--- src/rtl/crossbar_input_conditioner.sv ---
// Conditions the raw slide switches and push button for the 2x2 crossbar: two-flop sync,
// whole-group debounce, and a press FSM toggling control. Macro XBAR_AUTO_SWAP_EN adds periodic auto swap.
module crossbar_input_conditioner #(
    parameter int WIDTH       = 4,
    parameter int DB_CYCLES   = 65536,
    parameter int AUTO_PERIOD = 100000000
) (
    input  logic             clk,
    input  logic             rst_n,
    input  logic [WIDTH-1:0] sw1_raw,
    input  logic [WIDTH-1:0] sw2_raw,
    input  logic             btn_raw,
    output logic [WIDTH-1:0] sw1_out,
    output logic [WIDTH-1:0] sw2_out,
    output logic             control,
    output logic             toggle_pulse
);

    localparam int CW = $clog2(DB_CYCLES);
    localparam logic [CW-1:0] CNT_MAX = CW'(DB_CYCLES - 1);
    localparam logic [CW-1:0] CNT_ONE = CW'(1'b1);

    typedef enum logic [1:0] {
        IDLE      = 2'd0,
        PRESS_CHK = 2'd1,
        HELD      = 2'd2,
        REL_CHK   = 2'd3
    } btn_state_e;

    // Index 0 is switch group 1, index 1 is switch group 2.
    logic [1:0][WIDTH-1:0] raw_s;
    logic [1:0][WIDTH-1:0] meta_q, sync_q, cand_q, cand_d, out_q, out_d;
    logic [1:0][CW-1:0]    cnt_q, cnt_d;

    logic       btn_meta_q, btn_sync_q;
    btn_state_e state_q;
    logic [CW-1:0] btn_cnt_q;
    logic       control_q, pulse_q;
    logic       btn_fire_s, auto_wrap_s, swap_s;

    assign raw_s = {sw2_raw, sw1_raw};

    // Next-state for the per-group candidate, stability counter and debounced output
    always_comb begin
        cand_d = cand_q;
        cnt_d  = cnt_q;
        out_d  = out_q;
        for (int g = 0; g < 2; g++) begin
            if (sync_q[g] != cand_q[g]) begin
                cand_d[g] = sync_q[g];
                cnt_d[g]  = '0;
            end else if (cnt_q[g] != CNT_MAX) begin
                cnt_d[g] = cnt_q[g] + CNT_ONE;
            end else begin
                out_d[g] = cand_q[g];
            end
        end
    end

    // Synchroniser flops and switch debounce registers
    always_ff @(posedge clk) begin
        if (!rst_n) begin
            meta_q     <= '0;
            sync_q     <= '0;
            cand_q     <= '0;
            cnt_q      <= '0;
            out_q      <= '0;
            btn_meta_q <= 1'b0;
            btn_sync_q <= 1'b0;
        end else begin
            meta_q     <= raw_s;
            sync_q     <= meta_q;
            cand_q     <= cand_d;
            cnt_q      <= cnt_d;
            out_q      <= out_d;
            btn_meta_q <= btn_raw;
            btn_sync_q <= btn_meta_q;
        end
    end

    assign btn_fire_s = (state_q == PRESS_CHK) && btn_sync_q && (btn_cnt_q == CNT_MAX);

`ifdef XBAR_AUTO_SWAP_EN
    localparam int AW = (AUTO_PERIOD > 1) ? $clog2(AUTO_PERIOD) : 1;
    localparam logic [AW-1:0] AUTO_MAX = AW'(AUTO_PERIOD - 1);
    localparam logic [AW-1:0] AUTO_ONE = AW'(1'b1);

    logic [AW-1:0] auto_cnt_q;

    assign auto_wrap_s = (auto_cnt_q == AUTO_MAX);

    // Free-running swap period counter; a button toggle restarts the period
    always_ff @(posedge clk) begin
        if (!rst_n) begin
            auto_cnt_q <= '0;
        end else if (btn_fire_s || auto_wrap_s) begin
            auto_cnt_q <= '0;
        end else begin
            auto_cnt_q <= auto_cnt_q + AUTO_ONE;
        end
    end
`else
    assign auto_wrap_s = 1'b0;
`endif

    // Coincident button and auto events collapse into a single inversion.
    assign swap_s = btn_fire_s | auto_wrap_s;

    // Button press/release FSM with registered control and strobe
    always_ff @(posedge clk) begin
        if (!rst_n) begin
            state_q   <= IDLE;
            btn_cnt_q <= '0;
            control_q <= 1'b0;
            pulse_q   <= 1'b0;
        end else begin
            pulse_q <= swap_s;
            if (swap_s) begin
                control_q <= ~control_q;
            end
            case (state_q)
                IDLE: begin
                    if (btn_sync_q) begin
                        state_q   <= PRESS_CHK;
                        btn_cnt_q <= '0;
                    end
                end
                PRESS_CHK: begin
                    if (!btn_sync_q) begin
                        state_q <= IDLE;
                    end else if (btn_cnt_q == CNT_MAX) begin
                        state_q <= HELD;
                    end else begin
                        btn_cnt_q <= btn_cnt_q + CNT_ONE;
                    end
                end
                HELD: begin
                    if (!btn_sync_q) begin
                        state_q   <= REL_CHK;
                        btn_cnt_q <= '0;
                    end
                end
                REL_CHK: begin
                    if (btn_sync_q) begin
                        state_q <= HELD;
                    end else if (btn_cnt_q == CNT_MAX) begin
                        state_q <= IDLE;
                    end else begin
                        btn_cnt_q <= btn_cnt_q + CNT_ONE;
                    end
                end
                default: begin
                    state_q <= IDLE;
                end
            endcase
        end
    end

    assign sw1_out      = out_q[0];
    assign sw2_out      = out_q[1];
    assign control      = control_q;
    assign toggle_pulse = pulse_q;

endmodule
--- config.mk ---
export PLATFORM = sky130hd
export DESIGN_NAME = crossbar_input_conditioner
export DESIGN_NICKNAME = d
export VERILOG_FILES = /design/src/rtl/crossbar_input_conditioner.sv
export SDC_FILE = /design/constraint.sdc
export NUM_CORES = 1
export LEC_CHECK = 0
export ABC_CLOCK_PERIOD_IN_PS = 1690
export BUFFER_PORTS_ARGS = -buffer_cell sky130_fd_sc_hd__buf_4
export CAP_MARGIN = 0
export CORE_ASPECT_RATIO = 1.1
export CORE_UTILIZATION = 38
export CTS_CLUSTER_DIAMETER = 40
export DETAILED_ROUTE_END_ITERATION = 10
export SYNTH_ARGS = -nofsm -noshare
export SYNTH_HDL_FRONTEND = slang
export SYNTH_SLANG_ARGS = --single-unit
export TNS_END_PERCENT = 20
--- constraint.sdc ---
create_clock -name clk -period 1.69 [get_ports clk]
set_clock_uncertainty 0.1 [all_clocks]
set_input_delay 0.0845 -clock clk [delete_from_list [all_inputs] [get_ports clk]]
set_output_delay 0.0845 -clock clk [all_outputs]
set_load 0.02 [all_outputs]
==> summary by stage <==
Drt
The via density per instance is about 4.9. The total wire length is 6920 um. The wire length per cell after detailed routing is between 10 and 15 um. The count of nets left with antenna violations after detail routing is 0. The initial detailed-routing violation count is 74. In the routed design, unresolved DRC markers number 0. Before antenna repair, the detailed router went through 4 iterations. Detailed routing inserted a total of 2870 vias.

Clock network
The buffer cell driving the clock tree root is clkbuf_8. The H-tree generated during clock tree synthesis spans 3 levels. Clock latency on the worst-skew pair, taken at its later pin, is ~360 ps. Clock tree synthesis found a total of 86 sinks. The TritonCTS clock tree is built. Clock-pin slew was measured on the worst setup and hold paths at 100 ps.

The TritonCTS buffer count is 9. The maximum clock insertion buffer count is 2.

Worst setup path
Data arrives at the worst endpoint at 1830 ps. The worst flop-to-flop path endpoint is btn_cnt_q[11]$_SDFFE_PN0P_. The largest fanout on the critical path is 10. The most numerous cell on the critical path is buf_4. The worst register-to-register path has a depth of 5. The data required time at the worst endpoint is 1880 ps.

Among all stages on the critical path, the largest delay is contributed by xnor2_1. The largest stage delay on the critical path is ~420 ps. The startpoint of the worst register-to-register path is btn_sync_q$_SDFF_PN0_. STA classifies the critical path startpoint as a flop. The critical setup path kind is reg2reg. The element type at the critical path end is a flop. Walking the worst path, the cells encountered are buf_4 > xnor2_1 > o21ai_0 > buf_4 > a21oi_1. Setup slack on the worst reg-to-reg path comes out at 50 ps.

Synth
Synthesis produced a netlist with a net count of 402. Synthesis inferred 86 register bits. The most frequently used flop master after synthesis is dfxtp_1.

Of the post-synthesis cell area, the dominant cell type holds 0.472. The synthesis warning total is 0. By count the netlist is led by dfxtp_1, nor2_1, nand2_1. Counting every instance in the synthesized netlist gives approximately 390.

The sequential cell area fraction in the yosys report is 0.472. The cell type contributing the most total cell area after synthesis is dfxtp_1. The mapped netlist covers 0.00365 sq mm. The async set or reset register ratio after synthesis is 0. In the post-synthesis netlist, the biggest area contributors are dfxtp_1, xnor2_1, and2_1. The netlist uses 49 different library cells.

Counting flops with a built-in enable in the synthesized netlist gives 0. In the post-synthesis netlist, the cell with the most instances is dfxtp_1. The average cell area after synthesis is 9.41 sq um.

Placed design
The detailed placer's ending HPWL is 4690 um. After detailed placement, the design holds a cell count of 550. The worst setup slack before clock tree synthesis is -43.2 ps. The placer congestion estimate is ~0.78. The count of input and output buffers is 20. Once placement finished, the instance area stood at 0.00415 sq mm.

Min path
The worst min-delay path class is reg2reg. The worst hold path terminates at sync_q[0]$_SDFF_PN0_. The startpoint identified for the worst hold timing path is meta_q[0]$_SDFF_PN0_.

Counting instances, the worst hold path has a depth of 1.

Timing
The worst-case headroom to the max-slew limit is 0.658. The tightest hold path in the finished design has a slack of 338 ps. The ratio of final minimum period to clock period is 0.969. Static timing analysis puts the maximum clock frequency at 0.611 GHz.

The pin slew with the least headroom to its limit is 509 ps. The number of max-slew violations in the final report was 0. Setup repair after global routing could not meet its margin everywhere. The setup total negative slack is 0 ps. The number of hold-slack violations in the final timing report is 0. After layout, the minimum clock period comes to 1640 ps. The number of endpoints failing setup at the final stage is 0.

The final worst-path setup slack is 52.2 ps.

GRT
The total grt overflow is 0. The first-pass GRT wire length is about 12000 um. Entering global routing, the biggest net connects 22 pins. The initial antenna violation count is 0. The via count of the first global-routing pass is 2711. The global-route total usage across every layer is 0.150.

Cells and area
The final layout contains 474 nets. The footprint of the multi-input gates is around 0.0019 sq mm. Summing all non-filler instances in the final layout gives an area of roughly 0.0046 sq mm. The repair_antennas step left the layout with diodes totalling 0. Counting the fill cells in the layout gives 883. Relative to the synthesized area, the layout overhead comes to 24.7%. The sequential cells in the finished layout cover a total of 0.00173 sq mm.

The non-filler instance count after layout is 582. The share of layout cells above drive strength 1 is 0.243.

Power and ir drop
In this run the power density over the cells is ~800 mW/mm^2. The peak ir drop on the vdd network is 0.518 mV. The analysis attributes to cell leakage a power of roughly 1.7 nW.

Die
The core region is roughly 0.0094 sq mm. The initial cell density of the core is 0.390. The die is 105 um tall.

The count of pins on the block boundary is 21. Row generation in the floorplan step produced 37 rows. The floorplan step defined a die boundary enclosing between 0.01 and 0.015 sq mm. Measured along the x axis, the die boundary spans 95.5 um.

Status
The flow ran to the end, and the final reports show no timing, DRC or antenna violations.

Job
The number of max-cap violations is 0.
## cell type report
type | count | share of cell area
tap | 117 | 0.0321
clock inverter | 7 | 0.0140
multi-input combinational | 280 | 0.407
timing repair buffer | 78 | 0.136
clock buffer | 9 | 0.0272
sequential | 86 | 0.379
inverter | 5 | 0.00412
## report_power, final
part	internal, mW	switching (mW)
Clock	0.570	0.823
Combinational	0.103	0.0989
Sequential	2.06	0.0161
## routing by layer
layer  GRT usage  vias up  part of all wire
met3      0.0247       10             0.025
met5           0        -                 0
met2       0.236       39              0.48
met4      0.0746        0             0.018
li1            -     1488                 -
met1       0.196     1333              0.48
## per-stage QoR
| step | util | power (mW) |
|---|---|---|
| floorplan | - | 2.22 |
| global placement | 0.443 | 2.29 |
| detailed placement | 0.443 | 2.30 |
| CTS | 0.478 | 3.72 |
| global route | 0.487 | 3.83 |
| finish | 0.487 | 3.67 |
## cell families after synthesis
logic type	synth area share
and+or+nand+nor	0.278
DFF	0.472
AOI/OAI and AO/OA	0.0826
xor gates and xnor gates	0.0980
buffers and inverters	0.0374
muxes	0.0219
adders and majority gates	0.0103
## repair_timing
item | in CTS | in global routing
setup endpoints to repair | 4 | 29
gates resized for setup | 1 | 18
hold buffers | 14 | 0
pin swaps | 1 | 2
setup buffers | 0 | 2
endpoints found under the hold margin | 22 | 0
## sequential cells by signal (all words and copies together) (netlist names), named ones only
signal / cells
btn_meta_q: 1
sw2_out: 4
btn_sync_q: 1
cand_q: 8
btn_cnt_q: 16
sync_q: 8
control: 1
meta_q: 8
state_q: 1
sw1_out: 4
cnt_q: 32
toggle_pulse: 1
## worst max-delay path by stage
stage	startpoint	endpoint	slack [ps]	depth (start not counted)
4_1_cts	cand_q[4]$_SDFFE_PN0P_	sw2_out[1]$_SDFFE_PN0P_	4	5
5_1_grt	btn_sync_q$_SDFF_PN0_	btn_cnt_q[9]$_SDFFE_PN0P_	-90	5
3_5_place_dp	cand_q[5]$_SDFFE_PN0P_	sw2_out[0]$_SDFFE_PN0P_	-40	5
6_report	btn_sync_q$_SDFF_PN0_	btn_cnt_q[11]$_SDFFE_PN0P_	50	5
3_3_place_gp	cand_q[5]$_SDFFE_PN0P_	sw2_out[1]$_SDFFE_PN0P_	1	5
2_1_floorplan	btn_cnt_q[0]$_SDFFE_PN0P_	btn_cnt_q[13]$_SDFFE_PN0P_	30	7
## cells in the final DEF, fill, tap and decap left out, types with 13 or more instances in the layout
master,netlist,final
buf_4,0,64
a21oi_1,24,24
and2_1,28,28
nand3_1,23,23
nand2_1,29,28
xor2_1,14,14
nand4_1,13,13
xnor2_1,25,25
nor2_1,45,44
dfxtp_1,86,81
dlygate4sd3_1,0,14
## critical path: cells and delay by family, from the launching register on
| kind | cells | cell delay, ps |
|---|---|---|
| flip-flops | 1 | 350 |
| XOR/XNOR | 1 | 420 |
| buffers and inverters | 2 | 380 |
| AO/OA/AOI/OAI | 2 | 330 |
Power figures use the tool's default switching activity.
